==> src/rtl/seg7_scan_controller.sv <==
// seg7_scan_controller
// Time-multiplexed scan controller for a bank of common-anode 7-segment
// digits sharing one BCD-to-7-segment decoder. A frame of BCD digits is
// held in a shadow register and each digit position gets a slot made of a
// blank phase (all anodes off, decoder settles) followed by an on phase.
// New frames arrive through a pending register and are promoted to the
// shadow only at frame boundaries so the display never tears.
module seg7_scan_controller #(
   parameter int NUM_DIGITS   = 4,
   parameter int DIGIT_CYCLES = 50000,
   parameter int BLANK_CYCLES = 500
) (
   input  logic                          clk,
   input  logic                          reset,
   input  logic                          en,
   input  logic                          load,
   input  logic [4*NUM_DIGITS-1:0]       digits_in,
   input  logic                          lz_blank,
   output logic [3:0]                    bcd_out,
   output logic [NUM_DIGITS-1:0]         an,
   output logic [$clog2(NUM_DIGITS)-1:0] digit_idx,
   output logic                          load_ack,
   output logic                          frame_done
);

   localparam int IDX_W   = $clog2(NUM_DIGITS);
   localparam int CNT_W   = (DIGIT_CYCLES > 1) ? $clog2(DIGIT_CYCLES) : 1;
   localparam int FRAME_W = 4 * NUM_DIGITS;

   localparam logic [0:0] ST_BLANK = 1'b0;
   localparam logic [0:0] ST_ON    = 1'b1;

   localparam logic [CNT_W-1:0]      CNT_ZERO       = CNT_W'(0);
   localparam logic [CNT_W-1:0]      CNT_ONE        = CNT_W'(1);
   localparam logic [CNT_W-1:0]      CNT_LAST       = CNT_W'(DIGIT_CYCLES - 1);
   localparam logic [CNT_W-1:0]      CNT_BLANK_LAST = CNT_W'(BLANK_CYCLES - 1);
   localparam logic [IDX_W-1:0]      IDX_ZERO       = IDX_W'(0);
   localparam logic [IDX_W-1:0]      IDX_ONE        = IDX_W'(1);
   localparam logic [IDX_W-1:0]      IDX_LAST       = IDX_W'(NUM_DIGITS - 1);
   localparam logic [NUM_DIGITS-1:0] AN_OFF         = {NUM_DIGITS{1'b1}};
   localparam logic [FRAME_W-1:0]    FRAME_ZERO     = {FRAME_W{1'b0}};

   // Select one 4-bit digit out of a packed frame.
   function automatic logic [3:0] pick_digit(input logic [FRAME_W-1:0] frame,
                                             input logic [IDX_W-1:0]   idx);
      logic [3:0] d;
      d = 4'h0;
      for (int k = 0; k < NUM_DIGITS; k++) begin
         if (idx == IDX_W'(k)) begin
            d = frame[4*k +: 4];
         end else begin
            d = d;
         end
      end
      return d;
   endfunction

   // Registered state
   logic [0:0]            state_r;
   logic [CNT_W-1:0]      cnt_r;
   logic [IDX_W-1:0]      digit_idx_r;
   logic [FRAME_W-1:0]    shadow_r;
   logic [FRAME_W-1:0]    pending_r;
   logic                  pending_valid_r;
   logic [NUM_DIGITS-1:0] an_r;
   logic [3:0]            bcd_out_r;
   logic                  load_ack_r;
   logic                  frame_done_r;

   // Next-state values
   logic [0:0]            state_nxt_s;
   logic [CNT_W-1:0]      cnt_nxt_s;
   logic [IDX_W-1:0]      idx_nxt_s;
   logic                  slot_end_s;
   logic                  boundary_s;
   logic [FRAME_W-1:0]    shadow_nxt_s;
   logic [FRAME_W-1:0]    pending_nxt_s;
   logic                  pending_valid_nxt_s;
   logic                  load_ack_nxt_s;
   logic [NUM_DIGITS-1:0] lz_mask_s;
   logic                  zero_above_s;
   logic [NUM_DIGITS-1:0] an_nxt_s;
   logic [3:0]            bcd_nxt_s;

   // Slot timing: counter, blank/on phase and digit position advance only while enabled.
   always_comb begin
      state_nxt_s = state_r;
      cnt_nxt_s   = cnt_r;
      idx_nxt_s   = digit_idx_r;
      slot_end_s  = 1'b0;
      if (en) begin
         if (cnt_r == CNT_LAST) begin
            slot_end_s  = 1'b1;
            cnt_nxt_s   = CNT_ZERO;
            state_nxt_s = ST_BLANK;
            if (digit_idx_r == IDX_LAST) begin
               idx_nxt_s = IDX_ZERO;
            end else begin
               idx_nxt_s = digit_idx_r + IDX_ONE;
            end
         end else begin
            cnt_nxt_s = cnt_r + CNT_ONE;
            case (state_r)
               ST_BLANK: begin
                  if (cnt_r == CNT_BLANK_LAST) begin
                     state_nxt_s = ST_ON;
                  end else begin
                     state_nxt_s = ST_BLANK;
                  end
               end
               ST_ON:   state_nxt_s = ST_ON;
               default: state_nxt_s = ST_BLANK;
            endcase
         end
      end else begin
         state_nxt_s = state_r;
      end
   end

   // The frame boundary is the last cycle of the last digit slot.
   always_comb begin
      if (slot_end_s && (digit_idx_r == IDX_LAST)) begin
         boundary_s = 1'b1;
      end else begin
         boundary_s = 1'b0;
      end
   end

   // Load handshake: pending data is promoted at the boundary before a same-cycle load overwrites it.
   always_comb begin
      shadow_nxt_s        = shadow_r;
      pending_nxt_s       = pending_r;
      pending_valid_nxt_s = pending_valid_r;
      load_ack_nxt_s      = 1'b0;
      if (boundary_s && pending_valid_r) begin
         shadow_nxt_s        = pending_r;
         pending_valid_nxt_s = 1'b0;
         load_ack_nxt_s      = 1'b1;
      end else begin
         load_ack_nxt_s      = 1'b0;
      end
      if (load) begin
         pending_nxt_s       = digits_in;
         pending_valid_nxt_s = 1'b1;
      end else begin
         pending_nxt_s       = pending_nxt_s;
      end
   end

   // Leading-zero mask: digit k>0 is hidden when it and every digit above it are zero.
   always_comb begin
      zero_above_s = 1'b1;
      lz_mask_s    = {NUM_DIGITS{1'b0}};
      for (int k = NUM_DIGITS - 1; k >= 0; k--) begin
         if (shadow_nxt_s[4*k +: 4] != 4'h0) begin
            zero_above_s = 1'b0;
         end else begin
            zero_above_s = zero_above_s;
         end
         if ((k != 0) && lz_blank && zero_above_s) begin
            lz_mask_s[k] = 1'b1;
         end else begin
            lz_mask_s[k] = 1'b0;
         end
      end
   end

   // Anode pattern for the coming cycle, aligned with the next phase and slot.
   always_comb begin
      an_nxt_s = AN_OFF;
      if (en && (state_nxt_s == ST_ON) && !lz_mask_s[idx_nxt_s]) begin
         an_nxt_s[idx_nxt_s] = 1'b0;
      end else begin
         an_nxt_s = AN_OFF;
      end
   end

   // Decoder input changes only as a new slot starts, while all anodes are off.
   always_comb begin
      if (slot_end_s) begin
         bcd_nxt_s = pick_digit(shadow_nxt_s, idx_nxt_s);
      end else begin
         bcd_nxt_s = bcd_out_r;
      end
   end

   // State and output registers with asynchronous active-low reset.
   always_ff @(posedge clk or negedge reset) begin
      if (!reset) begin
         state_r         <= ST_BLANK;
         cnt_r           <= CNT_ZERO;
         digit_idx_r     <= IDX_ZERO;
         shadow_r        <= FRAME_ZERO;
         pending_r       <= FRAME_ZERO;
         pending_valid_r <= 1'b0;
         an_r            <= AN_OFF;
         bcd_out_r       <= 4'h0;
         load_ack_r      <= 1'b0;
         frame_done_r    <= 1'b0;
      end else begin
         state_r         <= state_nxt_s;
         cnt_r           <= cnt_nxt_s;
         digit_idx_r     <= idx_nxt_s;
         shadow_r        <= shadow_nxt_s;
         pending_r       <= pending_nxt_s;
         pending_valid_r <= pending_valid_nxt_s;
         an_r            <= an_nxt_s;
         bcd_out_r       <= bcd_nxt_s;
         load_ack_r      <= load_ack_nxt_s;
         frame_done_r    <= boundary_s;
      end
   end

   assign an         = an_r;
   assign bcd_out    = bcd_out_r;
   assign digit_idx  = digit_idx_r;
   assign load_ack   = load_ack_r;
   assign frame_done = frame_done_r;

endmodule

==> config.mk <==
export PLATFORM = sky130hd
export DESIGN_NAME = seg7_scan_controller
export DESIGN_NICKNAME = d
export VERILOG_FILES = /design/src/rtl/seg7_scan_controller.sv
export SDC_FILE = /design/constraint.sdc
export NUM_CORES = 1
export LEC_CHECK = 0
export BUFFER_PORTS_ARGS = -buffer_cell sky130_fd_sc_hd__clkbuf_2
export CORE_UTILIZATION = 58
export DETAILED_ROUTE_END_ITERATION = 6
export PLACE_DENSITY = 0.79
export SLEW_MARGIN = 25
export SYNTH_ARGS = -nofsm -noshare
export SYNTH_HDL_FRONTEND = slang
export SYNTH_SLANG_ARGS = --single-unit
==> constraint.sdc <==
create_clock -name clk -period 2.7 [get_ports clk]
set_input_delay 0.405 -clock clk [delete_from_list [all_inputs] [get_ports clk]]
set_output_delay 0.405 -clock clk [all_outputs]
set_load 0.01 [all_outputs]
==> metrics.md <==
| Metric | Value |
|---|---|
| Outcome | `completed` |
| Setup TNS Final | `0 ns` |
| Hold Vio Cnt, Final | `0` |
| Syn avg cell area | `~11 um2` |
| RePlAce Congestion | `about 0.83` |
| Max_cap viols | `0` |
| Initial core utilization | `60.5%` |
| RSZ-0062 raised after global routing | `no` |
| Antenna Violating Nets Remaining | `0` |
| Cts hold-fix bufs | `0` |
| Synth cell types | `42` |
| Max IR drop VDD | `0.447 mV` |
| Post-placement setup slack | `0.316 ns` |
| Clk root buf | `clkbuf_8` |
| DPL Wire Length | `4.00 mm` |
| DR DRC count | `0` |
| Top Ports | `33` |
| Crit-path max FO | `20` |
| Worst rel slew slack | `between 50% and 60%` |
| Post-CTS sizing | `0` |
| Setup crit end kind | `flop` |
| Clock Skew | `approximately 0.012 ns` |
| Largest net degree at the start of global routing | `40` |
| Async SR Flop Fraction | `100%` |
| H-tree depth | `3` |
| Share of cells above drive strength 1 | `26.2%` |
| Leak | `1.58 nW` |
| Post-synth EDFFs | `0` |
| Total number of yosys warnings | `0` |
| Worst-Skew Late Latency | `0.35 ns` |
| Overall power | `2.05 mW` |
| Syn Std Cell Area | `roughly 2900 um2` |
| Die Wd | `72.2 um` |
| Most used DFF post-synth | `dfrtp_1` |
| Worst-Margin Slew | `0.615 ns` |
| Finish-stage setup viols | `0` |
| Largest cells by area after synthesis | `dfrtp_1 51%, nand2_1 6.8%, mux2_2 6.7%` |
| Worst setup margin | `0.277 ns` |
| CORE AREA | `4720 um2` |
| Vias in the first global route | `2009` |
| Antenna fix cells | `0` |
| Flop2flop setup slack | `between 0.2 and 0.3 ns` |
| List of most frequent post-synthesis cells | `58 x dfrtp_1, 52 x nand2_1, 23 x nor2_1` |
| Chip height | `a little over 70 um` |
| Clock-pin slew on the worst setup and hold paths | `0.08 ns` |
| Post-route cell area | `around 3300 um2` |
| Post-Synthesis Cells | `about 270` |
| WL/cell | `14.8 um` |
| Top cell type's share of synthesized area | `50.8%` |
| Mapped Nets | `about 300` |
| Clock sinks | `62` |
| Vias per inst | `approximately 5.5` |
| Grt ovf | `0` |
| Power per cell area | `between 600 and 700 nW/um2` |
| Setup Buffers After CTS | `0` |
| Flops & latches, synth | `62` |
| Tot GR Track Use | `between 20% and 30%` |
| Reg2reg path depth | `6` |
| WS Path Type | `reg2reg` |
| DRT Wirelength | `roughly 5.6 mm` |
| Fin crit share | `89.8%` |
| First-pass GRT wire length | `9.47 mm` |
| Iter 0 DRT Violations | `103` |
| Hold Crit Class | `in2async` |
| PortBufs | `32` |
| Placed cell area | `3100 um2` |
| Die area | `5210 um2` |
| FMAX | `0.413 GHz` |
| Crit path arrival time | `2.67 ns` |
| Num CTS Buffers | `9` |
| Min Tclk post-route | `2.42 ns` |
| Top-count cell post-synth | `dfrtp_1` |
| First-pass DRT Iterations | `4` |
| Startpoint Class | `flop` |
| # nets final | `331` |
| Vias | `2077` |
| Max Buffers Root-to-Sink | `2` |
| Synth-to-Final Area Change | `15.9%` |
| Area leader, netlist | `dfrtp_1` |
| CTS tree | `built` |
| Sequential-to-total area share from yosys stat | `54.5%` |
| FP Rows | `25` |
| Worst path required time | `2.95 ns` |
| Slew Viols, Final | `0` |
| Antenna violations before repair | `0` |
[sequential cells by signal (all words and copies together), names as in the netlist]
register and flops:
pending_r 16, frame_done 1, bcd_out 4, load_ack 1, an 4, pending_valid_r 1
state_r 1, cnt_r 16, shadow_r 16, digit_idx 2
[cell families (layout without fill, tap and decap cells)]
group / Yosys count / in the layout / synth area share [%]
compound gates: 31 / 31 / 6.52
xor+xnor: 14 / 14 / 4.29
fa+ha+maj: 2 / 2 / 0.876
buf+inv: 17 / 59 / 2.63
flops: 62 / 62 / 54.5
mux: 27 / 27 / 10.7
simple gates: 118 / 118 / 20.5
[layer usage]
| layer | track usage, % | wire length (um) |
|---|---|---|
| met1 | 31.8 | 2520 |
| met2 | 38.5 | 2740 |
| met3 | 6.25 | 220 |
| met4 | 11.8 | 133 |
| met5 | 0 | 0 |
[layout by cell type (no fill, tap or decap), drive strengths merged, types with 2 or more instances in the layout]
cell,n
nand2,52
xnor2,10
xor2,4
and4,3
o21ai,14
nor2,23
inv,5
dfstp,4
a21oi,4
dfrtp,58
mux2,20
clkinvlp,3
buf,6
and2,3
ha,2
nor2b,2
nand4,7
nor4,6
clkbuf,43
nand2b,2
mux2i,7
nand3,8
and4b,2
a31oi,4
a22oi,3
nor3,4
[critical path, cell delays in order (launching register included)]
cell,delay (ns)
dfrtp_1,0.46
nor4_4,0.38
nand3_2,0.13
or3_4,0.54
mux2i_1,0.20
a311o_1,0.33
o311ai_1,0.27
[final cells by class]
type	instances	area [um2]
fillers	362	1410
flip-flops and latches	62	1560
clock inverters	5	57.6
clock buffers	11	151
multi-input cells	192	1230
inverters	5	18.8
repair buffers	38	218
well taps	67	83.8
[where the power goes]
group / switching, mW / internal [mW] / total [mW]
sequential: 0.0686 / 0.988 / 1.06
combinational: 0.0699 / 0.0809 / 0.151
clock: 0.365 / 0.474 / 0.839
total: 0.503 / 1.54 / 2.05
[path summary, 6_finish.rpt]
kind	from	to
worst max-delay path	cnt_r[12]$_DFFE_PN0P_	an[1]$_DFF_PN1_
worst min register to register	pending_r[15]$_DFFE_PN0P_	shadow_r[15]$_DFF_PN0_
worst min-delay path	reset	cnt_r[15]$_DFFE_PN0P_
max in group asynchronous	reset	shadow_r[5]$_DFF_PN0_
worst max register to register	cnt_r[12]$_DFFE_PN0P_	an[1]$_DFF_PN1_
min in group clk	digits_in[2]	pending_r[2]$_DFFE_PN0P_
[stage by stage]
step	hold slack, ns	util [%]	cells
final	0.0543	70.1	380
after global routing	0.103	70.1	380
after CTS	0.0672	70.1	380
after detailed placement	0.440	65.7	364
after global placement	0.442	65.7	364
after floorplan	0.109	-	271
(Power assumes the default switching activity.)
